$ cat config.mk
export PLATFORM = sky130hd
export DESIGN_NAME = mean_arb_f32
export DESIGN_NICKNAME = d
export VERILOG_FILES = /design/src/rtl/mean_arb_f32.sv
export SDC_FILE = /design/constraint.sdc
export NUM_CORES = 1
export LEC_CHECK = 0
export BUFFER_PORTS_ARGS = -buffer_cell sky130_fd_sc_hd__buf_2
export CORE_AREA = 2 2 159 161
export CTS_BUF_LIST = sky130_fd_sc_hd__clkbuf_8
export DETAILED_ROUTE_END_ITERATION = 10
export DIE_AREA = 0 0 161 163
export PLACE_DENSITY_LB_ADDON = 0.12
export SYNTH_ARGS = -nofsm -noshare
export SYNTH_HDL_FRONTEND = slang
export SYNTH_SLANG_ARGS = --single-unit
$ cat constraint.sdc
create_clock -name clk -period 2.8 [get_ports clk]
set_input_delay 0.42 -clock clk [delete_from_list [all_inputs] [get_ports clk]]
set_output_delay 0.42 -clock clk [all_outputs]
set_load 0.05 [all_outputs]
$ cat src/rtl/mean_arb_f32.sv
// Round-robin sequencer that shares one mean2_f32 unit among NREQ requesters.
// The unit has no start strobe, so each operation is launched by pulsing its reset.
//
// state   | meaning
// S_IDLE  | look for a request from ptr onward, capture operands of the winner
// S_START | gnt pulse, unit held in reset for one cycle
// S_WAIT  | unit running, count cycles until rdy or timeout
// S_DONE  | done (and err on timeout) pulse to owner, advance ptr

module mean_arb_f32 #(
   parameter int NREQ    = 4,
   parameter int WIDTH   = 32,
   parameter int TIMEOUT = 64
) (
   input  logic                    clk,
   input  logic                    rst,
   input  logic [NREQ-1:0]         req,
   input  logic [NREQ*WIDTH-1:0]   a_in,
   input  logic [NREQ*WIDTH-1:0]   b_in,
   output logic [NREQ-1:0]         gnt,
   output logic [NREQ-1:0]         done,
   output logic [NREQ-1:0]         err,
   output logic [WIDTH-1:0]        result,
   output logic                    busy,
   output logic                    u_rst,
   output logic [WIDTH-1:0]        u_a,
   output logic [WIDTH-1:0]        u_b,
   input  logic                    u_rdy,
   input  logic [WIDTH-1:0]        u_mean
);

   localparam int PTR_W = $clog2(NREQ);
   localparam int CNT_W = $clog2(TIMEOUT);
   localparam logic [WIDTH-1:0] QNAN = WIDTH'(32'h7FC0_0000);

   typedef enum logic [1:0] {S_IDLE, S_START, S_WAIT, S_DONE} state_t;

   state_t             state;
   logic [PTR_W-1:0]   ptr;
   logic [PTR_W-1:0]   owner;
   logic [PTR_W-1:0]   owner_nxt;
   logic [PTR_W-1:0]   pick;
   logic               found;
   logic [CNT_W-1:0]   cnt;
   logic [WIDTH-1:0]   sel_a;
   logic [WIDTH-1:0]   sel_b;

   // Two passes avoid a modulo index: indices at or above ptr first, then wrap to the lowest.
   always_comb begin
      found = 1'b0;
      pick  = '0;
      for (int i = 0; i < NREQ; i++) begin
         if (!found && req[i] && (PTR_W'(i) >= ptr)) begin
            found = 1'b1;
            pick  = PTR_W'(i);
         end
      end
      for (int i = 0; i < NREQ; i++) begin
         if (!found && req[i]) begin
            found = 1'b1;
            pick  = PTR_W'(i);
         end
      end
   end

   always_comb begin
      sel_a = '0;
      sel_b = '0;
      for (int i = 0; i < NREQ; i++) begin
         if (PTR_W'(i) == pick) begin
            sel_a = a_in[i*WIDTH +: WIDTH];
            sel_b = b_in[i*WIDTH +: WIDTH];
         end
      end
   end

   assign owner_nxt = (owner == PTR_W'(NREQ-1)) ? '0 : owner + PTR_W'(1);

   always_ff @(posedge clk) begin
      if (rst) begin
         state  <= S_IDLE;
         ptr    <= '0;
         owner  <= '0;
         gnt    <= '0;
         done   <= '0;
         err    <= '0;
         result <= '0;
         u_a    <= '0;
         u_b    <= '0;
         busy   <= 1'b0;
         cnt    <= '0;
      end else begin
         gnt  <= '0;
         done <= '0;
         err  <= '0;
         case (state)
            S_IDLE: begin
               if (found) begin
                  u_a   <= sel_a;
                  u_b   <= sel_b;
                  owner <= pick;
                  gnt   <= NREQ'(1) << pick;
                  busy  <= 1'b1;
                  state <= S_START;
               end
            end
            S_START: begin
               cnt   <= '0;
               state <= S_WAIT;
            end
            S_WAIT: begin
               // rdy takes priority over a timeout landing on the same cycle
               if (u_rdy) begin
                  result <= u_mean;
                  done   <= NREQ'(1) << owner;
                  state  <= S_DONE;
               end else if (cnt == CNT_W'(TIMEOUT-1)) begin
                  result <= QNAN;
                  done   <= NREQ'(1) << owner;
                  err    <= NREQ'(1) << owner;
                  state  <= S_DONE;
               end else begin
                  cnt <= cnt + 1'b1;
               end
            end
            S_DONE: begin
               ptr   <= owner_nxt;
               busy  <= 1'b0;
               state <= S_IDLE;
            end
            default: state <= S_IDLE;
         endcase
      end
   end

   assign u_rst = rst | (state == S_START);

endmodule

== After elaboration in Yosys (flattened, before gate mapping) ==
Cells that the tools add are included.
Storage, ports and cells
  flip-flop bits (word level): 121
  bits in latches: 0
  bits of input ports: 295
  memories kept: 0
  memory bits (writable): 0
  output and inout bits: 110
  memory bits (read-only): 0
Operators by class
  bitwise logic cells: 4
  shift-type cells: 2
  add/sub/neg operators: 2
  multiply operators: 0
  muxes and demuxes: 37
  equal/unequal tests: 12
  divide/modulo/power cells: 0
  reductions and logical operators: 31
  $lt $le $gt $ge: 4
Operator list (number)
  $mux 32: 10
  $mux 2: 10
  $mux 6: 2
  $pmux 6 s2: 1
  $logic_and 1x1->1: 11
  $mux 1: 10
  $mux 4: 2
  $pmux 2 s4: 1
  $reduce_and 2->1: 4
  $shl 1x2->4 const A: 2
  $logic_not 1->1: 7
  $add 6x1->6 const B: 1
  $eq 2x2->1 const B: 3
  $eq 6x6->1 const B: 1
  $ne 2x2->1 const B: 3
  $reduce_bool 2->1: 3
  $reduce_or 3->1: 2
  $eq 2x2->1 const A: 2
  $ge 1x2->1 const A: 2
  $ge 2x2->1 const A: 2
  $logic_not 2->1: 2
  $ne 3x3->1 const B: 1
  $not 1->1: 3
  $reduce_and 3->1: 1
  other kinds (6): 6

== Longest topological paths before layout ==
Gate-level depths: netlist of run 1.
  depth in word-level cells: 32
  mapped depth: 9
  depth with buffers taken out: 6

== Worst setup path after synthesis of run 1 ==
No wires, ideal clock.
  kind: register to register
  start: register ptr[1]
  end: register u_a[21]
  setup slack: 1.112 ns
  stages on the path, launching flop included: 10
  arrival time: 1.560 ns
  cells stage by stage: dfxtp_1 > buf_6 > mux2i_1 > nor2_1 > nor3_2 > buf_4 > buf_12 > buf_12 > mux2i_1 > o221ai_2
Between the ends
  cells in the longest elaborated chain, start to end: 32
  elaborated cells on any way between the ends: 46
  classes of those cells: order compare: 4; eq/ne: 3; mux: 19; reduce/logical: 20
RTL lines
  start: declaration: RTL line 39  | logic [PTR_W-1:0] ptr;
  start signal: assignment: RTL line 127  | ptr <= owner_nxt;
  $ge 1x2->1: RTL line 53  | if (!found && req[i] && (PTR_W'(i) >= ptr)) begin
  $logic_and 1x1->1: RTL line 53
  $mux 1: RTL line 53
  $logic_not 1->1: RTL line 53
  $logic_and 1x1->1 (2 in series): RTL line 53
  $mux 1: RTL line 53
  $logic_not 1->1: RTL line 53
  $logic_and 1x1->1 (2 in series): RTL line 53
  [11 not listed]
  $logic_not 1->1: RTL line 59  | if (!found && req[i]) begin
  $logic_and 1x1->1: RTL line 59
  $mux 1: RTL line 59
  $logic_not 1->1: RTL line 59
  $logic_and 1x1->1: RTL line 59
  $mux 2: RTL line 59
  $logic_not 2->1: RTL line 70  | if (PTR_W'(i) == pick) begin
  $mux 32 (4 in series): RTL line 70
  end signal: assignment: RTL line 99  | u_a <= sel_a;
  end: declaration: RTL line 26  | output logic [WIDTH-1:0] u_a,
Parallel ways exist; a longest one is shown, timed or not.
A chain may end at the register's enable or synchronous reset.

== Final worst setup path of run 1 ==
  start: register state[0]
  end: register u_a[29]
Between the ends
  cells in the longest elaborated chain, start to end: 2
RTL lines
  start: declaration: RTL line 38  | state_t state;
  start signal: assignment: RTL line 81  | state <= S_IDLE;
  start signal: assignment: RTL line 104  | state <= S_START;
  start signal: assignment: RTL line 109  | state <= S_WAIT;
  $logic_not 2->1: RTL line 96  | case (state)
  $reduce_and 2->1 (no line)
No other way between the ends.

==> reports/results.txt, run 1 <==
The run finished with clean final reports. The number of setup buffers added after CTS is 0. For the worst-skew pair, the clock arrives at the later sink with an insertion delay of 0.43 ns. For the number of global-route vias before repair, the log shows 5793. The startpoint type of the worst setup path is a flop. The slowest stage of the critical path is the sky130_fd_sc_hd__nor2_4 cell. After Yosys synthesis, XOR and XNOR cells account for 0% of the synthesized area.

The largest stage delay on the critical path was 0.72 ns. The maximum clock path buffer count came out at 2. Routability-driven placement finished with a final weighted congestion of 0.770.

The share of cell area taken by muxes after synthesis was 20.8%. Share of the clock period used by the worst path after layout: 81.5%. IR analysis of the VDD net gives a maximum drop of 0.257 mV. Once detail routing completed, the nets flagged for antenna violations numbered 0.

After synthesis, the largest family of logic cells by area is multiplexers. The clock arrives with 0.0118 ns of skew. For the number of ports placed on the die boundary, the log shows 405. Measured along the y axis, the die boundary spans 163 microns. The type of the setup path with the least slack was flop to flop.

Sequential elements use 37.5% of the synthesized area. The logs give 44 for the number of distinct library cells after synthesis and 121 for the number of clock sinks. The total vias in the final route was 5884; the power density over the cells was 839 mW/mm^2. Cells with a size suffix above 1 make up 52.3% of the layout. The total standard cell area after synthesis is 0.00645 sq mm.

The cell family contributing the most delay on the critical path is simple AND/OR/NAND/NOR gates. Setup repair after global routing left no endpoint under its margin. Synthesis produced 600 cells.

The floorplan has 58 rows. The number of filler cells placed in the layout is 2559. Averaged over all synthesized cells, the footprint is 10.8 sq um.

The final critical delay including setup and external delays is 2.28 ns. TritonCTS built the clock tree. Ranked by total cell area, the synthesized netlist is headed by sky130_fd_sc_hd__dfxtp_1 (38%), sky130_fd_sc_hd__mux2i_1 (21%), sky130_fd_sc_hd__o221ai_2 (15%).

For the count of yosys warnings during synthesis, the log shows 0. The synthesized design contains 0 enable-type register cells. Of all nets on the critical path, the largest fanout is 36. Of the total synthesized cell area, the portion taken by AND, OR, NAND and NOR gates is 11.9%. The core region is 0.0247 sq mm. The clock-pin slew of the registers on the worst-case setup and hold paths is 0.08 ns, and the relative slew slack is 38.0%. Before antenna repair, the detailed router went through 4 iterations.

The net count of the mapped netlist was 905. The logs give 0 for the quantity of hold-fixing buffers added after cts and 0 for the number of setup violations in the final report. The final layout contains routed wiring with a total length of 22.7 mm.

The die covers 0.0262 sq mm. The routed via count divided by cell count was 4.41; the pin count of the biggest net entering global routing was 46. The synthesized netlist devotes 1.94% of its cell area to adder and majority cells.

The run gives 222 as the initial DRC count. The tools report the initial antenna violation count as 2. The critical path goes through inv_1 -> ha_1 -> nor2b_1 -> nor2_4 -> buf_4 -> nand2_1 -> o221ai_2. For the area taken by flip-flops and latches, the log shows 0.00242 sq mm.

The data required time at the worst endpoint was 3.15 ns; the post-detailed-route DRC marker count was 0. The synthesized netlist devotes 20.0% of its cell area to compound gates. The overall overflow remaining after global route came out at 0. In this run the clock root is driven by a sky130_fd_sc_hd__clkbuf_8. After the last flow step, the layout net total stands at 1296. The max capacitance violation total is 0, and the count of final max-slew check failures is 0. Biggest area consumer among synthesized cells: sky130_fd_sc_hd__dfxtp_1.

The half-perimeter wire length after placement was 17.5 mm. The most used flip-flop cell after synthesis is sky130_fd_sc_hd__dfxtp_1. The worst hold path belongs to the class input port to flop.

The count of buffers added on input and output ports is 404. The run gives 0 as the total count of hold-check failures in the final report. In the synthesized netlist the async set-or-reset flop fraction comes to 0%. Clock tree synthesis inserted a total of 17 buffers. The setup TNS was 0 ns.

The buffering stage count on the worst path with inverters included came out at 2. The average wire per standard cell came out at 17.0 microns. The die span in x was 161 microns.

In this run, post-CTS repair resized a total of 0 instances. Static timing analysis puts the maximum clock frequency at 0.438 GHz. Compared with the post-synthesis result, the final layout area differs by 40.2%. For the global-route wire length before repair, the log shows 33.1 mm. The final worst hold slack came out at 0.235 ns.

The overall fraction of global-route tracks in use was 16.5%; the initial core utilization was 26.2%. In this run the number of H-tree levels came out at 4. Summing all multi-input logic gate instances after layout gives 0.00353 sq mm. The total leakage power came out at 4.21 nW. The worst endpoint data arrival time is 2.63 ns.

The share of Yosys cell area claimed by the top area cell type works out to 37.5%. STA classifies the critical path endpoint as a flop. The flop and latch count out of synthesis was 121; the measured slew at the worst slew-check pin was 0.927 ns.
==> logic make-up (layout without fill, tap and decap cells) <==
family          Yosys count  count (layout)
buf+inv                  56             459
simple gates            170             170
flops                   121             121
other cells               0               2
mux                     134             134
compound gates          109             109
fa+ha+maj                10              10
==> final timing paths <==
check / depth (start not counted) / to / slack, ns / start
max: 7 / u_a[29] / 0.52 / state[0]
min: 3 / result[8] / 0.23 / u_mean[8]
max reg2reg: 7 / u_a[29] / 0.52 / state[0]
min reg2reg: 2 / u_a[20] / 0.46 / u_a[20]
==> synth_stat cells, drive strengths merged (7+ instances only) <==
cell type,count
dfxtp,121
and2,9
mux2i,134
a21oi,7
nor3,11
ha,10
clkbuf,19
o221ai,64
nand2,73
buf,31
nor2,56
a22oi,23
==> worst register-to-register path, stage by stage (launching register included) <==
cell	delay (ns)
sky130_fd_sc_hd__dfxtp_1	0.39
sky130_fd_sc_hd__inv_1	0.10
sky130_fd_sc_hd__ha_1	0.23
sky130_fd_sc_hd__nor2b_1	0.22
sky130_fd_sc_hd__nor2_4	0.72
sky130_fd_sc_hd__buf_4	0.38
sky130_fd_sc_hd__nand2_1	0.11
sky130_fd_sc_hd__o221ai_2	0.06
==> stage by stage <==
step / area (sq um) / setup slack (ns) / utilization, % / power (W) / cells
floorplan: 6450 / 1.11 / - / 0.00511 / 600
global placement: 8640 / 0.284 / 35.0 / 0.00603 / 1302
detailed placement: 8640 / 0.288 / 35.0 / 0.00604 / 1302
CTS: 9040 / 0.453 / 36.6 / 0.00774 / 1333
global route: 9040 / 0.250 / 36.7 / 0.00802 / 1335
finish: 9040 / 0.518 / 36.7 / 0.00758 / 1335
==> sequential cells by signal (all words and copies together) (netlist names) <==
signal  count
result     32
cnt         6
ptr         2
owner       2
u_a        32
done        4
busy        1
u_b        32
state       2
gnt         4
err         4
==> where the power goes <==
part / switching (W) / internal, W / leakage [nW]
sequential: 0.000207 / 0.00212 / 0.991
combinational: 0.00254 / 0.00108 / 3.02
clock: 0.000794 / 0.000848 / 0.200
total: 0.00354 / 0.00405 / 4.21
==> cells in the final DEF (no fill, tap or decap), drive strengths merged, types with 5 or more instances in the layout <==
master | Yosys | final
nor2 | 56 | 56
buf | 31 | 422
nand2 | 73 | 73
nor3 | 11 | 11
a22oi | 23 | 23
nand3 | 5 | 5
clkbuf | 19 | 19
ha | 10 | 10
a21oi | 7 | 7
and2 | 9 | 9
dfxtp | 121 | 121
mux2i | 134 | 134
o221ai | 64 | 64
inv | 6 | 10
==> area by class of cell <==
class / instances / share of cell area (%)
inverter: 6 / 0.249
tap: 330 / 4.56
clock inverter: 12 / 1.56
sequential: 121 / 26.8
multi-input combinational: 423 / 39.1
clock buffer: 19 / 2.89
timing repair buffer: 422 / 24.8
antenna: 2 / 0.0553
==> per-layer routing <==
layer  up-vias  GRT usage [%]  wire length (microns)
met5         -              0                      0
met4         0           4.91                    234
met3        11           5.37                   1830
met2       215           29.3                  11500
met1      2657           18.9                   9130
li1       3001              -                      -
Power figures use the tool's default switching activity.
==> run 2: changes to the inputs <==
Settings changed: CORE_AREA 2 2 159 161 to 2 2 155 157, DIE_AREA 0 0 161 163 to 0 0 157 159.
Clock period 2.8 ns to 1.9 ns, I/O delays scaled along.
==> run 2 against run 1 <==
  * Clock power increased by 26%
  * Register-to-register slack worse by 0.43 ns
  * Sequential power grew 48%
  * Critical path depth stayed put
  * Clock skew increased by 0.0023 ns
  * Largest cell class unchanged
  * Largest power group unchanged
==> reports/results.txt, run 2 (synthesis gave the netlist of run 1 again) <==
The tools report the startpoint type of the worst setup path as a flop. The count of input and output buffers works out to 404. The die covers 0.0250 sq mm.

The logs give 0.0835 ns for the worst setup margin and 0.00526 W for the power dissipated by switching net loads. In this run the remaining antenna-violating nets after routing total 0. The congestion estimate from routability-driven global placement came to 0.810. After detailed routing, the number of remaining DRC violations is 0. The run gives 0.00588 W as the design internal power. The library cells used most frequently in the layout, excluding fill and tap cells, are sky130_fd_sc_hd__buf_2 (404), sky130_fd_sc_hd__dfxtp_1 (119), sky130_fd_sc_hd__mux2i_1 (103). The top achievable clock speed was 0.551 GHz. Setup repair after global routing could not meet its margin everywhere. The library cell used most frequently in the layout, excluding fill and tap cells, is sky130_fd_sc_hd__buf_2.

For the area of the core, the log shows 0.0232 sq mm. The global-route wire length before repair was 33.2 mm; the data required time at the worst endpoint was 2.21 ns. The count of non-filler cells in the finished layout came out at 1349. Dividing the detail-routed via count by the number of cells gives 4.50. In this run, placement finished with an instance count of 1310.

Total leakage power: 4.34 nW. The overall fraction of global-route tracks in use came out at 17.1%. Synthesis-to-layout area growth: 45.8%. The run gives 69.8% as the relative slew slack.

Setup slack on the worst reg-to-reg path comes out at 0.08 ns. Sequential cells burn 30.9% of the power. The portion of total power attributed to the clock network was 18.5%; the average wire per standard cell was 17.0 microns. The worst setup path is captured at a flop.

The die is 159 microns tall. The number of ports placed on the die boundary is 405. Entering global routing, the biggest net connects 65 pins. The root buffer cell is sky130_fd_sc_hd__clkbuf_8. Of the available clock period, the critical path in the final layout requires 95.6%. The count of final max-slew check failures was 0. The power density over the cells is 1180 mW/mm^2, and the number of filler cells placed in the layout is 2378. In this run, post-CTS hold repair placed 0 buffers.

After detailed routing, the total wire length is 22.9 mm. In this run the horizontal extent of the chip is 157 microns. Data arrives at the worst endpoint at 2.13 ns.

Across the routed clock network, the largest skew measured is 0.0140 ns. The tools report the initial DRC count as 189. The run gives 6081 as the number of global-route vias before repair. The tightest min-delay check is of the input port to flop type.

After layout, the minimum clock period comes to 1.82 ns. For the worst setup timing slack at the placement stage, the log shows 0.00489 ns. By startpoint and endpoint, the worst setup path is classified as flop to flop. The logs give 4 for the deepest level of the CTS H-tree and 0 for the overall overflow remaining after global route. The initial utilization of the core area, before any placement, comes to 27.8%. Top fanout value on the critical path: 11. The initial antenna violation count was 1. The logs give 121 for the number of clock sinks and 6067 for the total vias in the final route. TritonCTS built the clock tree.

The clock buffer count from CTS came out at 17. The clock latency on the worst-skew pair is 0.43 ns. Net switching is 47.2% of the power. The total count of hold-check failures in the final report is 0. Count of TritonRoute iterations in the first routing pass: 5. The final worst hold slack is 0.103 ns. The fraction of layout instances using a drive strength above 1 came out at 56.9%. The tool flagged a number of max-cap violations equal to 0. Across the VDD grid, the largest voltage drop is 0.443 mV.

For the logic gate share of total power, the log shows 50.6%. The run finished with clean final reports. The largest registers in the layout are result: 32 flops, u_a: 32 flops, u_b: 32 flops.

The worst hold path was traced through 3 stages. Clock-pin slew was measured on the worst setup and hold paths at 0.08 ns. The logs give 0.0111 W for the post-route total power and 56 for the placement row count.

Detailed placement finished with a half-perimeter wire length of 17.2 mm. The net count of the finished layout is 1322. At the pin with the least slew margin, the transition time is 0.453 ns.

Counting along the longest clock path gives a buffer depth of 2. Setup violations remaining at the end of the flow were counted as 0. Worst reg-to-reg path cell count: 7.
==> run 2: cell count changes in the layout (fill, tap and decap cells not counted), sizes merged <==
cell and change:
clkbuf +1, clkinv +2, inv -1, buf +23, bufinv -2, diode -1
clkinvlp +3
==> run 2: repair_timing <==
action,in CTS,in global routing
setup endpoints to repair,1,78
cloned,0,4
setup buffers,0,3
resized for setup,2,39
==> run 2: final timing paths <==
check	start	end
max reg2reg	ptr[1]	u_a[3]
max	ptr[1]	u_a[3]
min	u_mean[16]	result[16]
min reg2reg	u_a[11]	u_a[11]
==> run 2: power by group through the flow <==
stage / Combinational (W) / Sequential (W) / Clock [W]
after global placement: 0.00552 / 0.00349 / 0
after CTS: 0.00554 / 0.00344 / 0.00216
final: 0.00564 / 0.00344 / 0.00206
after floorplan: 0.00215 / 0.00538 / 0
after detailed placement: 0.00553 / 0.00348 / 0
after global routing: 0.00598 / 0.00352 / 0.00228
==> run 2: stage by stage <==
stage                     utilization [%]  setup TNS (ns)  area [sq um]
final                                40.6               0          9410
after global routing                 40.6          -0.387          9410
after CTS                            39.5               0          9160
after detailed placement             38.0               0          8820
after global placement               38.0        -0.00674          8820
after floorplan                         -               0          6450
==> run 2: layout make-up <==
type | instances | area [sq um] | share of cell area, %
Sequential cell | 121 | 2420 | 25.8
Tap cell | 319 | 399 | 4.24
Clock buffer | 17 | 234 | 2.49
Timing Repair Buffer | 448 | 2550 | 27.1
Multi-Input combinational cell | 423 | 3670 | 39.0
Antenna cell | 1 | 2.50 | 0.0266
Inverter | 6 | 22.5 | 0.239
Clock inverter | 14 | 101 | 1.08
==> run 2: metal layers <==
layer / GRT usage [%] / routed length [microns]
met5: 0 / 0
met1: 20.2 / 9670
met2: 29.4 / 11200
met4: 5.46 / 384
met3: 5.06 / 1720
==> run 2: worst max-delay path, cell delays in order (launching register included) <==
cell,delay (ns)
sky130_fd_sc_hd__dfxtp_2,0.35
sky130_fd_sc_hd__mux2i_1,0.18
sky130_fd_sc_hd__nor2_1,0.08
sky130_fd_sc_hd__nor3_4,0.30
sky130_fd_sc_hd__buf_4,0.21
sky130_fd_sc_hd__clkbuf_16,0.18
sky130_fd_sc_hd__mux2i_2,0.28
sky130_fd_sc_hd__o221ai_2,0.12
==> run 3: changes to the inputs <==
Settings changed: PLACE_DENSITY_LB_ADDON 0.12 to 0.08.
==> run 3 against run 2 <==
  * First-iteration DRC count rose by 12%
  * Sequential power about the same
  * Critical path depth grew 1
  * Largest cell class unchanged
  * Setup slack worse by 0.024 ns
  * Total power is 2.3% higher
  * Highest routed layer unchanged
  * Clock skew hardly changed
  * Count of clock-buffer cells in the layout is the same
==> reports/results.txt, run 3 (synthesis gave the netlist of run 1 again) <==
Routability-driven placement finished with a final weighted congestion of 0.793. After layout, the minimum clock period comes to 1.84 ns. Counting both buffers and inverters, the worst setup path holds a total of 3. Capturing element type of the critical path: a flop. The clock network is responsible for 20.6% of the overall power. The area of the die is 0.0250 sq mm, and the number of global-route vias before repair is 6260.

The most numerous cell type found on the critical path is sky130_fd_sc_hd__buf_12. In this run the critical register-to-register path is launched from ptr[1]. 405 I/O pins were placed.

Slowest library cell on the worst path: sky130_fd_sc_hd__dfxtp_1. In this run the deepest clock path goes through 2 buffers. Clock-pin slew was measured on the worst setup and hold paths at 0.09 ns. Count of final max-slew check failures: 0. Global routing consumed, over all layers together, 17.8% of the routing resources. The setup TNS is 0 ns. The logs give 0.00886 sq mm for the post-place instance area and 212 for the initial DRC count. The flow ran to the end, and the final reports show no timing, DRC or antenna violations. Dividing the detail-routed via count by the number of cells gives 4.50. The tools report the overall overflow remaining after global route as 0. The floorplan has 56 rows.

In this run, CTS created clock tree buffers numbering 17. The layout has 2376 filler cells. The first detailed-routing pass took 4 iterations. At the worst endpoint, the required time is 2.21 ns.

Among cell families on the critical path, the largest total delay comes from buffers and inverters. The clock arrives with 0.0141 ns of skew. After detailed routing, the average wire length per cell comes to 16.9 microns. The completed layout was analyzed and its total power is 0.0114 W. TritonCTS built the clock tree. Dividing total power by cell area gives a power density of 1210 mW/mm^2.

The logs give 0.445 mV for the worst ir drop on vdd and 72.7% for the relative slew slack. The top cell types in the final layout, fill and taps aside, are sky130_fd_sc_hd__buf_2 (403), sky130_fd_sc_hd__mux2i_1 (126), sky130_fd_sc_hd__dfxtp_1 (120). The cell count after placement was 1309.

Of the cells placed in the final design, the portion with a size suffix greater than 1 is 54.4%. The total vias in the final route was 6082; the pin count of the biggest net entering global routing was 44. The top achievable clock speed is 0.543 GHz. Along the worst path, the maximum fanout reaches 18. The initial core utilization is 27.8%, and the count of input and output buffers is 404. The number of clock sinks is 121, and the synthesis-to-layout area growth is 46.0%. The design internal power is 0.00614 W, and the deepest level of the CTS H-tree is 4. Summed over all cells, the static leakage comes to 4.40 nW. Measured along the y axis, the die boundary spans 159 microns.

The tools report the initial antenna violation count as 1. The type of the worst min-delay path is input port to flop. Data arrives at the worst endpoint at 2.15 ns.

The source of the critical timing path is ptr[1]. For this run, the slowest stage of the critical path takes 0.32 ns. Leaving out fill and tap cells, the most frequent cell in the layout is sky130_fd_sc_hd__buf_2. With fillers left out, the area of the finished cells amounts to 0.00942 sq mm.

Setup repair after global routing could not meet its margin everywhere. Half-perimeter wire length after placement: 17.6 mm. The largest registers in the layout are result: 32 flops, u_a: 32 flops, u_b: 32 flops. The final layout contains 1325 nets.

After clock tree synthesis, the flow added hold-fix buffers numbering 0. Startpoint type of the worst setup path: a flop. The analysis attributes to net switching a power of 0.00525 W. For the logic gate share of total power, the log shows 49.3%. The die span in x is 157 microns. In this run switching power makes up 46.1% of total power. For this block, the routed nets add up to 22.9 mm of wire. The worst setup path is of the flop to flop kind.

Registers are responsible for 30.1% of the overall power. The share of the clock period used by the worst path after layout came out at 96.8%. Traced cell by cell, the critical path runs through buf_4 -> nand2_1 -> a21oi_1 -> nor3_4 -> buf_12 -> buf_12 -> mux2i_2 -> o221ai_2. At the pin with the least slew margin, the transition time is 0.408 ns. The run gives 0.0232 sq mm as the area of the core.

Max-cap violations in this run came to 0. The later pin in the worst-skew pair is clocked with a latency of 0.44 ns. The count of non-filler cells in the finished layout is 1353. In this run the most critical hold path is launched from u_mean[5]. The logs give 34.3 mm for the global-route wire length before repair and 0 for the number of setup violations in the final report. The total count of hold-check failures in the final report was 0. The root buffer cell was sky130_fd_sc_hd__clkbuf_8. For this run, design rule violations remaining after detail routing come to 0. Number of routed nets with antenna violations: 0.
-- run 3: changes by cell type in the layout (fill, tap and decap cells not counted), moves of 3 or more --
cell                      change
sky130_fd_sc_hd__buf_12       +4
sky130_fd_sc_hd__buf_4        +3
sky130_fd_sc_hd__inv_1        +3
sky130_fd_sc_hd__mux2i_1     +23
sky130_fd_sc_hd__mux2i_2     -24
-- run 3: per-stage QoR --
stage	utilization (%)	setup slack [ns]	hold slack, ns
finish	40.6	0.0599	0.0892
detailed placement	38.2	-0.00745	0.443
CTS	39.9	0.0152	0.0451
global placement	38.2	0.00574	0.441
floorplan	-	0.212	0.441
global route	40.6	-0.0291	0.0645
-- run 3: worst min-delay path, cell delays in order --
cell and delay (ns):
sky130_fd_sc_hd__buf_2 0.07, sky130_fd_sc_hd__a22oi_1 0.06, sky130_fd_sc_hd__nor2_1 0.07
-- run 3: layout make-up --
cell class,count,area [sq um],share of cell area [%]
clock inverters,15,153,1.62
clock buffers,17,234,2.48
diodes,1,2.50,0.0266
well taps,319,399,4.24
repair buffers,451,2590,27.5
multi-input cells,423,3590,38.1
inverters,6,22.5,0.239
flip-flops and latches,121,2420,25.7
-- run 3: power groups by stage --
stage	registers [W]	clock network, W	logic (W)
2_1_floorplan	0.00538	0	0.00215
3_3_place_gp	0.00350	0	0.00557
3_5_place_dp	0.00349	0	0.00558
4_1_cts	0.00344	0.00247	0.00559
5_1_grt	0.00351	0.00257	0.00597
6_report	0.00343	0.00235	0.00561
-- run 3: timing repair --
action,4_1_cts,5_1_grt
pin swaps,0,1
gates resized for setup,2,15
cloned,0,1
setup buffers,0,10
setup endpoints to repair,1,28
-- run 3: path summary, 6_finish.rpt --
kind	to	depth (start not counted)	slack, ns
min reg2reg	u_b[7]	2	0.46
max reg2reg	u_a[11]	8	0.06
min	result[5]	3	0.09
max	u_a[11]	8	0.06
-- run 3: metal layers --
| metal | track usage (%) | wire length, microns |
|---|---|---|
| met4 | 5.75 | 479 |
| met3 | 6.53 | 1990 |
| met2 | 31.0 | 11400 |
| met1 | 19.9 | 9030 |
| met5 | 0 | 0 |
